File: config.mk
export PLATFORM = sky130hd
export DESIGN_NAME = maroc_sc_serializer
export DESIGN_NICKNAME = d
export VERILOG_FILES = /design/src/rtl/maroc_sc_serializer.sv
export SDC_FILE = /design/constraint.sdc
export NUM_CORES = 2
export LEC_CHECK = 0
export CORE_AREA = 2 2 321 323
export DETAILED_ROUTE_END_ITERATION = 10
export DIE_AREA = 0 0 323 325
export PLACE_DENSITY = 0.68
export SLEW_MARGIN = 20
export SYNTH_ARGS = -nofsm -noshare
export SYNTH_HDL_FRONTEND = slang
export SYNTH_SLANG_ARGS = --single-unit
File: constraint.sdc
create_clock -name CK_SC -period 48.9 [get_ports CK_SC]
set_clock_uncertainty 0.05 [all_clocks]
set_input_delay 4.89 -clock CK_SC [delete_from_list [all_inputs] [get_ports CK_SC]]
set_output_delay 4.89 -clock CK_SC [all_outputs]
set_load 0.1 [all_outputs]
File: src/rtl/maroc_sc_serializer.sv
// MAROC slow-control serializer: captures the 829-bit configuration frame once
// after reset and shifts it out on D_SC, frame bit 0 first, then raises ss.
module maroc_sc_serializer (
    input  logic         CK_SC,
    input  logic         rst,
    input  logic         ON_OFF_otabg,
    input  logic         ON_OFF_dac,
    input  logic         small_dac,
    input  logic [9:0]   DAC2,
    input  logic [9:0]   DAC1,
    input  logic         enb_outADC,
    input  logic         inv_startCmptGray,
    input  logic         ramp_8bit,
    input  logic         ramp_10bit,
    input  logic [127:0] mask_OR_ch,
    input  logic         cmd_CK_mux,
    input  logic         d1_d2,
    input  logic         inv_discriADC,
    input  logic         polar_discri,
    input  logic         Enb_tristate,
    input  logic         valid_dc_fsb2,
    input  logic         sw_fsb2_50f,
    input  logic         sw_fsb2_100f,
    input  logic         sw_fsb2_100k,
    input  logic         sw_fsb2_50k,
    input  logic         valid_dc_fs,
    input  logic         cmd_fsb_fsu,
    input  logic         sw_fsb1_50f,
    input  logic         sw_fsb1_100f,
    input  logic         sw_fsb1_100k,
    input  logic         sw_fsb1_50k,
    input  logic         sw_fsu_100k,
    input  logic         sw_fsu_50k,
    input  logic         sw_fsu_25k,
    input  logic         sw_fsu_40f,
    input  logic         sw_fsu_20f,
    input  logic         H1H2_choice,
    input  logic         EN_ADC,
    input  logic         sw_ss_1200f,
    input  logic         sw_ss_600f,
    input  logic         sw_ss_300f,
    input  logic         ON_OFF_ss,
    input  logic         swb_buf_2p,
    input  logic         swb_buf_1p,
    input  logic         swb_buf_500f,
    input  logic         swb_buf_250f,
    input  logic         cmd_fsb,
    input  logic         cmd_ss,
    input  logic         cmd_fsu,
    input  logic [575:0] GAIN,
    input  logic [63:0]  Ctest_ch,
    output logic         D_SC,
    output logic         ss
);

    // Frame length is fixed by the ASIC, so it is not exposed as a parameter.
    localparam int unsigned FRAME_LEN = 829;
    localparam int unsigned CNT_W     = $clog2(FRAME_LEN + 1);

    typedef enum logic [1:0] {
        LOAD  = 2'd0,
        SHIFT = 2'd1,
        DONE  = 2'd2
    } state_t;

    state_t               state_q, state_d;
    logic [FRAME_LEN-1:0] frame_c;
    logic [FRAME_LEN-1:0] sr_q, sr_d;
    logic [CNT_W-1:0]     cnt_q, cnt_d;
    logic                 d_sc_d, ss_d;
    logic                 last_bit_c;

    // Fixed frame wiring, MSB (bit 828) on the left down to bit 0 on the right.
    assign frame_c = {
        Ctest_ch,
        GAIN,
        cmd_fsu, cmd_ss, cmd_fsb,
        swb_buf_250f, swb_buf_500f, swb_buf_1p, swb_buf_2p,
        ON_OFF_ss, sw_ss_300f, sw_ss_600f, sw_ss_1200f,
        EN_ADC, H1H2_choice,
        sw_fsu_20f, sw_fsu_40f, sw_fsu_25k, sw_fsu_50k, sw_fsu_100k,
        sw_fsb1_50k, sw_fsb1_100k, sw_fsb1_100f, sw_fsb1_50f,
        cmd_fsb_fsu, valid_dc_fs,
        sw_fsb2_50k, sw_fsb2_100k, sw_fsb2_100f, sw_fsb2_50f,
        valid_dc_fsb2, Enb_tristate, polar_discri, inv_discriADC, d1_d2, cmd_CK_mux,
        mask_OR_ch,
        ramp_10bit, ramp_8bit, inv_startCmptGray, enb_outADC,
        DAC1,
        DAC2,
        small_dac, ON_OFF_dac, ON_OFF_otabg
    };

    // Counter reaches FRAME_LEN once frame bit 828 is on D_SC.
    assign last_bit_c = (cnt_q == CNT_W'(FRAME_LEN));

    // State register.
    always_ff @(posedge CK_SC or posedge rst) begin
        if (rst) begin
            state_q <= LOAD;
        end else begin
            state_q <= state_d;
        end
    end

    // Next-state logic: one load, a full shift pass, then park in DONE.
    always_comb begin
        state_d = state_q;
        unique case (state_q)
            LOAD:    state_d = SHIFT;
            SHIFT:   if (last_bit_c) state_d = DONE;
            DONE:    state_d = DONE;
            default: state_d = LOAD;
        endcase
    end

    // Output/datapath next values; D_SC always comes from a flop.
    always_comb begin
        sr_d   = sr_q;
        cnt_d  = cnt_q;
        d_sc_d = D_SC;
        ss_d   = ss;
        unique case (state_q)
            LOAD: begin
                sr_d   = frame_c;
                d_sc_d = frame_c[0];
                cnt_d  = CNT_W'(1);
                ss_d   = 1'b0;
            end
            SHIFT: begin
                if (last_bit_c) begin
                    d_sc_d = 1'b0;
                    ss_d   = 1'b1;
                end else begin
                    d_sc_d = sr_q[1];
                    sr_d   = sr_q >> 1;
                    cnt_d  = CNT_W'(cnt_q + CNT_W'(1));
                end
            end
            DONE: begin
                d_sc_d = 1'b0;
                ss_d   = 1'b1;
            end
            default: begin
                d_sc_d = 1'b0;
                ss_d   = 1'b0;
            end
        endcase
    end

    // Datapath and output registers; reset aborts any frame in flight.
    always_ff @(posedge CK_SC or posedge rst) begin
        if (rst) begin
            sr_q  <= '0;
            cnt_q <= '0;
            D_SC  <= 1'b0;
            ss    <= 1'b0;
        end else begin
            sr_q  <= sr_d;
            cnt_q <= cnt_d;
            D_SC  <= d_sc_d;
            ss    <= ss_d;
        end
    end

endmodule

==> impl_results.md <==
* Status: complete, no violations
* Io pins at 833
* Most common cell after layout, fill and taps aside: dfrtp_1
* Worst Setup End Kind: async pin
* Post-CTS Resized at 0
* Top routing layer in use: met5
* Crit path largest cell delay at 780 ps
* Crit Path Max Fanout at 121
* #FFs+latches synth at 841
* Placeable Area at 0.101 mm²
* H-tree levels at 3
* RSZ-0062 raised after global routing: false
* Pleak at 24.9 nW
* Top cell by count, worst path: buf_4
* Worst slew margin at 26.4%
* DP HPWL at 73.5 mm
* Peak Freq at 117 MHz
* Critical path arrival at 9130 ps
* DP Worst Slack at 39240 ps
* CP Cell Sequence: clkdlybuf4s50_1 > inv_8 > buf_4 > buf_6 > buf_4 > buf_4
* # rows at 117
* Gr ovfl total at 0
* Mapped Cells at 3670
* Internal power at 1.22 mW
* Final setup margin at 40380 ps
* Startpoint Class: input port
* Most frequent cells in the layout: 841 x dfrtp_1, 837 x nand2_1, 832 x clkdlybuf4s50_1
* Worst r2r src: state_q[1]
* Worst min path class: reg2reg
* Post-cts hold buffer count at 0
* Worst slew pin tran at 1100 ps
* Clock root buffer master: clkbuf_16
* Max Root-Sink Buffers at 3
* Share of layout cells above drive strength 1 at 4.20%
* Pwr dens at 31.1 mW/mm²
* Max Slew Vio Count at 0
* Clock buffer count from CTS at 92
* Initial drt markers at 1695
* Post-Layout Cell Count at 5836
* Delay-heaviest family, CP: buffers and inverters
* Routability congestion estimate at 0.812
* NetSw at 0.351 mW
* Detail Route Antenna Nets at 0
* # clock sinks at 841
* Slowest-stage cell, CP: buf_4
* Die ar. at 0.105 mm²
* First drt pass iteration count at 5
* Clk pwr share at 44.7%
* Largest net degree at the start of global routing at 263
* DR WL met3 at 7.84 mm
* CTS tree: yes
* Drt drc at 0
* Area grow syn2layout at 30.2%
* Synth Flop Type: dfrtp_1
* Post-CTS setup buffers at 0
* FFs w/ async S/R, synth at 100%
* Type of the worst setup path: in2async
* Placed insts at 5625
* Post-synth EDFFs at 0
* Hold WS at 425 ps
* Clock Pin Slew Worst Setup and Hold Paths at 50 ps
* Cell area after synthesis at 0.0388 mm²
* Vias per cell at 4.82
* # port buffers at 832
* Syn_nets at 4506
* Initial antenna violation count at 60
* Combinational fraction of design power at 7.8%
* Hold Startpoint: sr_q[496]
* Worst EP required at 49510 ps
* Die height at 325 µm
* Yosys cell types at 30
* Die W at 323 µm
* Utilization after layout at 49.9%
* Fin nets at 5188
* Seq pwr share at 47.6%
* Sequential fraction of the synthesis area at 54.2%
* Setup TNS at 0 ps
* Routed length on met1 at 42.0 mm
* Sw Share at 22.3%
* Crit path time final at 8520 ps
* Routed wire length at 104 mm
* Peak supply drop at 26.9 µV
* Crit share post-route at 17.4%
* Bufs and invs on worst path at 6
* Synth warnings at 0
* Synth Area per Inst at 10.6 µm²
* Final Setup Violations at 0
* Metal2 WL at 50.3 mm
* All-Layer GR Usage at 19.4%
* First-pass GRT wire length at 160 mm
* Max-cap check violation count at 0
* Per-cell routed wire length at 17.8 µm
* # fillers at 9280
* Crit. Startpoint: rst
* Vias in the first global route at 28500
* Via count at 28100
* Skew-Pair Late Insertion Delay at 660 ps
* Hold Fails Final Rpt at 0
* Initial Utilization at 38.3%
==> power groups by stage <==
stage	sequential, mW	clock, mW	combinational (mW)
3_5_place_dp	0.760	0	0.123
4_1_cts	0.748	0.722	0.124
2_1_floorplan	0.756	0	0.0417
3_3_place_gp	0.759	0	0.121
6_report	0.748	0.703	0.122
5_1_grt	0.751	0.751	0.134
==> flip-flops by register name (all words and copies together) (netlist names) <==
signal   cells
D_SC         1
cnt_q       10
sr_q       828
state_q      2
==> worst reg2reg max path: stages (launching register included) <==
cell and delay (ps):
dfrtp_1 370, inv_1 170, ha_4 740, a41o_4 830
buf_4 890, buf_12 660, buf_4 1040, buf_4 870
buf_4 730, o21ai_0 240
==> layout make-up <==
cell class / count / area [µm²] / share of cell area [%]
antenna: 38 / 95.1 / 0.188
clock inverter: 34 / 373 / 0.738
clock buffer: 138 / 2690 / 5.31
timing repair buffer: 867 / 8680 / 17.2
sequential: 841 / 21000 / 41.6
tap: 1368 / 1710 / 3.39
inverter: 10 / 45.0 / 0.0891
multi-input combinational: 2540 / 15900 / 31.5
==> layer usage <==
layer  vias to the layer above  track usage (%)
met5                         -                0
met1                     13200             22.8
li1                      14100                -
met4                        46             8.53
met2                       644             32.2
met3                       207             6.29
==> logic make-up after synthesis <==
family	after synthesis	share of synthesized area, %
mux	827	21.3
xor+xnor	1	0.0226
buf+inv	289	4.88
flops	841	54.2
simple gates	857	8.42
compound gates	850	11.0
fa+ha+maj	5	0.161
==> final timing paths <==
kind / endpoint / slack, ps / cells past startpoint
min in group asynchronous: sr_q[328] / 4750 / 2
hold reg to reg: sr_q[496] / 430 / 2
hold / removal: sr_q[496] / 430 / 2
max in group CK_SC: ss / 41740 / 1
setup / recovery: sr_q[768] / 40380 / 6
setup reg to reg: sr_q[760] / 42150 / 9
==> cells in the mapped netlist, types with 2 or more instances <==
cell type | n | area share [%]
nor2_1 | 2 | 0.019
clkbuf_2 | 10 | 0.13
mux2i_1 | 827 | 21
buf_4 | 6 | 0.12
buf_2 | 10 | 0.13
o21ai_1 | 416 | 5.4
a211oi_1 | 3 | 0.058
nand3b_1 | 2 | 0.039
o22ai_1 | 2 | 0.032
buf_8 | 9 | 0.35
nand2_1 | 837 | 8.1
nand4_1 | 2 | 0.032
a31oi_1 | 3 | 0.048
nor3_1 | 3 | 0.039
a21oi_1 | 6 | 0.077
buf_6 | 88 | 2.6
clkbuf_1 | 156 | 1.5
o21ai_0 | 417 | 5.4
dfrtp_1 | 841 | 54
nand3_1 | 6 | 0.077
inv_1 | 10 | 0.097
and4_1 | 2 | 0.045
ha_1 | 5 | 0.16
==> metrics by stage <==
step	cell area, µm²	total power [mW]
after floorplan	38800	0.798
after CTS	50400	1.59
after detailed placement	47400	0.883
final	50600	1.57
after global placement	47400	0.880
after global routing	50500	1.64
No activity file was read; power rests on OpenSTA's default activity.
